<file path="src/rtl/rv32i_lsu_ctrl.sv">
// Memory-stage load/store sequencer: request/grant/response data port with lane steering and load extension.
// Define RV32I_LSU_MISALIGN_TRAP_EN to fault misaligned half/word accesses instead of aligning them down.
module rv32i_lsu_ctrl #(
    parameter int unsigned TIMEOUT_CYCLES = 255
) (
    input  logic        clk,
    input  logic        rst_n,
    input  logic        ex_valid_i,
    input  logic        ex_load_i,
    input  logic        ex_store_i,
    input  logic [2:0]  ex_width_i,
    input  logic [31:0] ex_addr_i,
    input  logic [31:0] ex_wdata_i,
    output logic        stall_o,
    output logic        done_o,
    output logic        fault_o,
    output logic [31:0] rdata_o,
    output logic        mem_req_o,
    output logic        mem_we_o,
    output logic [31:0] mem_addr_o,
    output logic [3:0]  mem_be_o,
    output logic [31:0] mem_wdata_o,
    input  logic        mem_gnt_i,
    input  logic        mem_rvalid_i,
    input  logic [31:0] mem_rdata_i
);

    localparam int unsigned CntW = $clog2(TIMEOUT_CYCLES + 1);

    typedef enum logic [2:0] {
        BYTE               = 3'd0,
        HALF_WORD          = 3'd1,
        WORD               = 3'd2,
        BYTE_UNSIGNED      = 3'd3,
        HALF_WORD_UNSIGNED = 3'd4
    } width_type_enum;

    typedef enum logic [1:0] {
        StIdle,
        StReq,
        StWait
    } state_e;

    state_e         state_q;
    logic [CntW-1:0] cnt_q;
    logic           load_q;
    width_type_enum width_q;
    logic [29:0]    addr_q;
    logic [1:0]     off_q;
    logic [3:0]     be_q;
    logic [31:0]    wdata_q;

    logic        accept;
    logic        width_legal;
    logic        misaligned;
    logic        bad_req;
    logic [1:0]  off_eff;
    logic [3:0]  be_lane;
    logic [31:0] wdata_lane;

    // Request decode and lane steering for the instruction offered in the accept cycle.
    always_comb begin
        accept      = (state_q == StIdle) && ex_valid_i && (ex_load_i || ex_store_i);
        width_legal = (ex_width_i <= 3'd4);
        off_eff     = ex_addr_i[1:0];
        misaligned  = 1'b0;
        case (ex_width_i)
            HALF_WORD, HALF_WORD_UNSIGNED: misaligned = ex_addr_i[0];
            WORD:                          misaligned = (ex_addr_i[1:0] != 2'b00);
            default:                       misaligned = 1'b0;
        endcase
`ifdef RV32I_LSU_MISALIGN_TRAP_EN
        bad_req = !width_legal || misaligned;
`else
        bad_req = !width_legal;
        if (misaligned) begin
            if (ex_width_i == WORD) begin
                off_eff = 2'b00;
            end else begin
                off_eff = {ex_addr_i[1], 1'b0};
            end
        end
`endif
        be_lane    = 4'b1111;
        wdata_lane = ex_wdata_i;
        case (ex_width_i)
            BYTE, BYTE_UNSIGNED: begin
                be_lane    = 4'b0001 << off_eff;
                wdata_lane = {4{ex_wdata_i[7:0]}};
            end
            HALF_WORD, HALF_WORD_UNSIGNED: begin
                be_lane    = 4'b0011 << off_eff;
                wdata_lane = {2{ex_wdata_i[15:0]}};
            end
            default: begin
                be_lane    = 4'b1111;
                wdata_lane = ex_wdata_i;
            end
        endcase
    end

    logic [31:0] rdata_shift;
    logic [31:0] rdata_ext;
    logic        store_done;
    logic        load_done;
    logic        timeout;

    always_comb begin
        rdata_shift = mem_rdata_i >> {off_q, 3'b000};
        case (width_q)
            BYTE:               rdata_ext = {{24{rdata_shift[7]}}, rdata_shift[7:0]};
            HALF_WORD:          rdata_ext = {{16{rdata_shift[15]}}, rdata_shift[15:0]};
            BYTE_UNSIGNED:      rdata_ext = {24'd0, rdata_shift[7:0]};
            HALF_WORD_UNSIGNED: rdata_ext = {16'd0, rdata_shift[15:0]};
            default:            rdata_ext = rdata_shift;
        endcase

        store_done = (state_q == StReq) && !load_q && mem_gnt_i;
        load_done  = (state_q == StWait) && mem_rvalid_i;
        // A completion landing in the last budgeted cycle still counts as success.
        timeout    = (state_q != StIdle) && (cnt_q == CntW'(TIMEOUT_CYCLES - 1)) &&
                     !store_done && !load_done;

        done_o  = (accept && bad_req) || store_done || load_done || timeout;
        fault_o = (accept && bad_req) || timeout;
        rdata_o = load_done ? rdata_ext : 32'd0;
        stall_o = ((state_q != StIdle) || accept) && !done_o;
    end

    always_ff @(posedge clk or negedge rst_n) begin
        if (!rst_n) begin
            state_q <= StIdle;
            cnt_q   <= '0;
            load_q  <= 1'b0;
            width_q <= BYTE;
            addr_q  <= '0;
            off_q   <= '0;
            be_q    <= '0;
            wdata_q <= '0;
        end else begin
            unique case (state_q)
                StIdle: begin
                    if (accept) begin
                        cnt_q <= '0;
                    end
                    if (accept && !bad_req) begin
                        state_q <= StReq;
                        load_q  <= ex_load_i;
                        width_q <= width_type_enum'(ex_width_i);
                        addr_q  <= ex_addr_i[31:2];
                        off_q   <= off_eff;
                        be_q    <= be_lane;
                        wdata_q <= wdata_lane;
                    end
                end
                StReq: begin
                    cnt_q <= cnt_q + CntW'(1);
                    if (timeout) begin
                        state_q <= StIdle;
                    end else if (mem_gnt_i) begin
                        state_q <= load_q ? StWait : StIdle;
                    end
                end
                StWait: begin
                    cnt_q <= cnt_q + CntW'(1);
                    if (load_done || timeout) begin
                        state_q <= StIdle;
                    end
                end
                default: state_q <= StIdle;
            endcase
        end
    end

    // Port fields come only from latched state so they hold steady while the request waits.
    assign mem_req_o   = (state_q == StReq);
    assign mem_we_o    = mem_req_o && !load_q;
    assign mem_be_o    = mem_req_o ? be_q : 4'b0000;
    assign mem_addr_o  = {addr_q, 2'b00};
    assign mem_wdata_o = wdata_q;

endmodule
</file>
<file path="config.mk">
export PLATFORM = sky130hd
export DESIGN_NAME = rv32i_lsu_ctrl
export DESIGN_NICKNAME = d
export VERILOG_FILES = /design/src/rtl/rv32i_lsu_ctrl.sv
export SDC_FILE = /design/constraint.sdc
export NUM_CORES = 1
export LEC_CHECK = 0
export BUFFER_PORTS_ARGS = -buffer_cell sky130_fd_sc_hd__buf_4
export CORE_ASPECT_RATIO = 1.25
export CORE_MARGIN = 4
export CORE_UTILIZATION = 51
export DETAILED_ROUTE_END_ITERATION = 10
export PLACE_DENSITY_LB_ADDON = 0.12
export SYNTH_ARGS = -nofsm -noshare
export SYNTH_HDL_FRONTEND = slang
export SYNTH_SLANG_ARGS = --single-unit
</file>
<file path="constraint.sdc">
create_clock -name clk -period 3.4 [get_ports clk]
set_clock_uncertainty 0.05 [all_clocks]
set_input_delay 0.17 -clock clk [delete_from_list [all_inputs] [get_ports clk]]
set_output_delay 0.17 -clock clk [all_outputs]
set_load 0.01 [all_outputs]
</file>
==> results by stage <==
Drt:
- The average wire length per cell after detail routing is approximately 17 um.
- The total via count after detailed routing is ~5.0k.
- The post-detailed-route count of antenna-violating nets is 0.
- The number of violations reported at the end of detailed-routing iteration 0 is around 390.
- The total wire length after detailed routing is 15,100 um.
- In the routed design, unresolved DRC markers number 0.
- Dividing the detail-routed via count by the number of cells gives around 5.6.
- The length of the first detailed-routing pass in iterations is 9.

Setup path:
- The critical setup path kind is reg2out.
- STA classifies the critical path endpoint as an output port.
- The type of origin of the critical path is a flip-flop.
- The capturing point of the worst reg2reg path is mem_wdata_o[14].
- STA puts the critical path data required time at around 3.2 ns.
- In this run the register-to-register setup slack is 0.83 ns.
- The number of cells on the worst reg-to-reg path is 7.
- The startpoint of the lowest-slack register-to-register path is state_q[1].
- The critical path starts at off_q[1].
- The data arrival time of the critical path is about 2.5 ns.
- Along the worst path, the maximum fanout reaches 33.
- The most critical setup path has its endpoint at rdata_o[25].

Synthesis:
- Synthesis inferred 82 register bits.
- The most area-hungry cell type in the Yosys netlist is dfrtp_1.
- Ranked by total cell area, the synthesized netlist is headed by dfrtp_1 44%, nand2_1 11%, a22oi_1 3.9%.
- The number of enable-type register cells in the synthesized netlist is 0.
- The number of unique standard cell types used by synthesis is 47.
- Each instance of the synthesized netlist takes up on average about 8.6 um^2.
- Summing the sequential cell areas from Yosys gives approximately 44% of the chip area.
- The post-synthesis cell area is about 4600 um^2.
- The most common flop cell mapped by yosys is dfrtp_1.
- The count of synthesis-stage warnings from yosys is 0.
- By instance count, the leading cell after synthesis is nand2_1.
- The share of synthesized registers carrying an async set or reset is 100%.
- The count of mapped cells out of synthesis is ~540.
- The area share of the largest cell type after synthesis is 44.2%.
- In the synthesized netlist, the cells that appear most often are 142 x nand2_1, 82 x dfrtp_1, 30 x o21ai_0.

STA:
- After layout, the worst setup slack is 0.648 ns.
- The routed design could run at a clock period as short as 2.75 ns.
- The highest attainable clock frequency is 0.363 GHz.
- The worst hold slack after final layout is a little over 0.01 ns.
- The worst slew margin relative to its limit is a little under a third.
- The max-slew violation count is 0.
- In the final timing run, aggregate negative setup slack is 0 ns.
- The final count of hold timing violations is 0.
- For the pin with the worst max-slew slack, the measured transition is a little over 1 ns.
- The count of final setup violators is 0.
- Setup repair after global routing left no endpoint under its margin.
- The worst path uses between 80% and 90% of the clock period.

Power:
- The worst-case IR drop observed on VDD is roughly 0.00046 V.
- The total power density per cell area is approximately 700 nW/um^2.
- Summed over all cells, the static leakage comes to ~3.4 nW.

Finish:
- The fraction of layout instances using a drive strength above 1 is between 30% and 40%.
- The count of nets after finishing is a little under 900.
- The final design area excluding fillers is about 6900 um^2.
- The synthesis-to-finish area growth is 47.6%.
- The number of fillers in the final layout is ~630.
- The core occupancy in the finished layout is about 78%.

Floorplanning:
- During I/O placement, the number of pins put on the boundary was between 200 and 250.
- The die covers approximately 11,000 um^2.
- From bottom edge to top edge, the die measures roughly 110 um.
- From left edge to right edge, the die measures 93.4 um.
- The starting utilization of the core area is between 50% and 60%.
- Row generation in the floorplan step produced 38 rows.
- The area of the placeable core is just under 9000 um^2.

Clock tree:
- The clock passes through at most 2 buffers.
- The total clock sinks is a little over 80.
- The TritonCTS clock tree is done.
- CTS built an H-tree with a depth of 3.
- The number of buffers inserted during clock tree synthesis is 9.
- The root buffer cell is clkbuf_8.
- The worst-skew pair later-pin latency is 0.34 ns.
- After clock tree synthesis, the clock-pin slew on the worst setup and hold paths is about 0.080 ns.
- The number of post-CTS setup repair buffers is 0.

Placement:
- Detailed placement finished with a half-perimeter wire length of approximately 11,000 um.
- The pre-CTS setup slack is around 0.86 ns.
- In this run the tool buffered the top-level ports with 208 buffer cells.
- Once placement finished, the instance area stood at roughly 6200 um^2.
- The weighted congestion at the end of routability-driven global placement is between 0.8 and 0.9.

GRT:
- The number of global-route vias before repair is around 5k.
- The pin count of the biggest net entering global routing is 83.
- For this run, the total global-route usage over all layers was measured as between 20 and 30%.
- The number of antenna violations at the first check in global routing is 0.
- The remaining global-route overflow is 0.
- The first global-routing pass estimated 24,800 um of wire.

Status:
- The run finished with clean final reports.

Flow run:
- The number of maximum-capacitance constraint violations is 0.

Worst hold path:
- The worst hold-check path type is in2reg.
- The worst hold path passes through 3 cells.
==> flip-flops by register name, indices dropped and copies added (netlist names) <==
name         count
state_q          2
be_q             4
cnt_q            8
off_q            2
addr_q          30
load_q           1
mem_wdata_o     32
width_q          3
==> metrics by stage <==
step                      power, mW  std cells
after floorplan                3.07        539
after detailed placement       4.13        834
after CTS                      4.80        896
final                          4.81        897
after global routing           5.16        896
after global placement         4.03        834
==> cell usage in the layout, fill, tap and decap left out, types with 14 or more instances in the layout <==
| master | instances |
|---|---|
| a211oi_1 | 14 |
| a21oi_1 | 25 |
| a22oi_1 | 24 |
| buf_4 | 216 |
| dfrtp_1 | 82 |
| dlygate4sd3_1 | 46 |
| inv_1 | 15 |
| mux2i_1 | 17 |
| nand2_1 | 141 |
| nor2_1 | 29 |
| nor2b_1 | 17 |
| nor4_1 | 16 |
| o21ai_0 | 30 |
==> worst max-delay path: stages, from the launching register on <==
cell       delay, ns
dfrtp_1         0.39
buf_4           0.33
nor2b_1         0.49
o2bb2ai_1       0.21
a21oi_2         0.23
nor4_1          0.36
buf_4           0.18
==> worst min-delay path by stage <==
stage / from / to / slack, ns
global route: ex_wdata_i[0] / mem_wdata_o[0] / 0.002
floorplan: rst_n / addr_q[0] / -0.18
CTS: ex_wdata_i[31] / mem_wdata_o[31] / 0.00006
detailed placement: ex_addr_i[15] / addr_q[13] / 0.32
finish: ex_wdata_i[0] / mem_wdata_o[0] / 0.01
global placement: ex_addr_i[28] / addr_q[26] / 0.31
==> area by class of cell <==
cell class / instances / area, um^2 / area share (%)
Antenna cell: 1 / 2.50 / 0.0365
Clock buffer: 14 / 153 / 2.23
Clock inverter: 2 / 12.5 / 0.182
Inverter: 15 / 56.3 / 0.821
Multi-Input combinational cell: 401 / 2350 / 34.3
Sequential cell: 82 / 2050 / 29.9
Tap cell: 120 / 150 / 2.19
Timing Repair Buffer: 262 / 2080 / 30.4
==> power by group <==
part / leakage [nW] / switching [mW] / total [mW] / internal, mW
combinational: 2.30 / 1.31 / 2.46 / 1.15
clock: 0.0807 / 0.326 / 0.612 / 0.286
sequential: 1.03 / 0.331 / 1.73 / 1.40
==> timing repair <==
action | CTS | global route
endpoints found under the hold margin | 82 | 0
hold buffers | 46 | 0
gates resized for setup | 0 | 0
==> metal layers <==
| layer | part of all wire [%] | wire length [um] | track usage [%] | vias up |
|---|---|---|---|---|
| li1 | - | - | - | 2347 |
| met1 | 38 | 5830 | 34.9 | 2429 |
| met2 | 51 | 7750 | 49.7 | 206 |
| met3 | 8.0 | 1210 | 7.63 | 33 |
| met4 | 2.4 | 364 | 9.09 | 0 |
| met5 | 0 | 0 | 0 | - |
==> cells by family (layout without fill, tap and decap cells) <==
family,after synthesis,count (layout),synth area share (%)
simple gates,227,227,21.8
compound gates,136,136,20.0
flops,82,82,44.2
buf+inv,56,293,5.41
mux,28,28,6.57
fa+ha+maj,5,5,1.35
xor+xnor,3,3,0.566
other cells,1,3,0.0807
No activity file was read; power rests on OpenSTA's default activity.
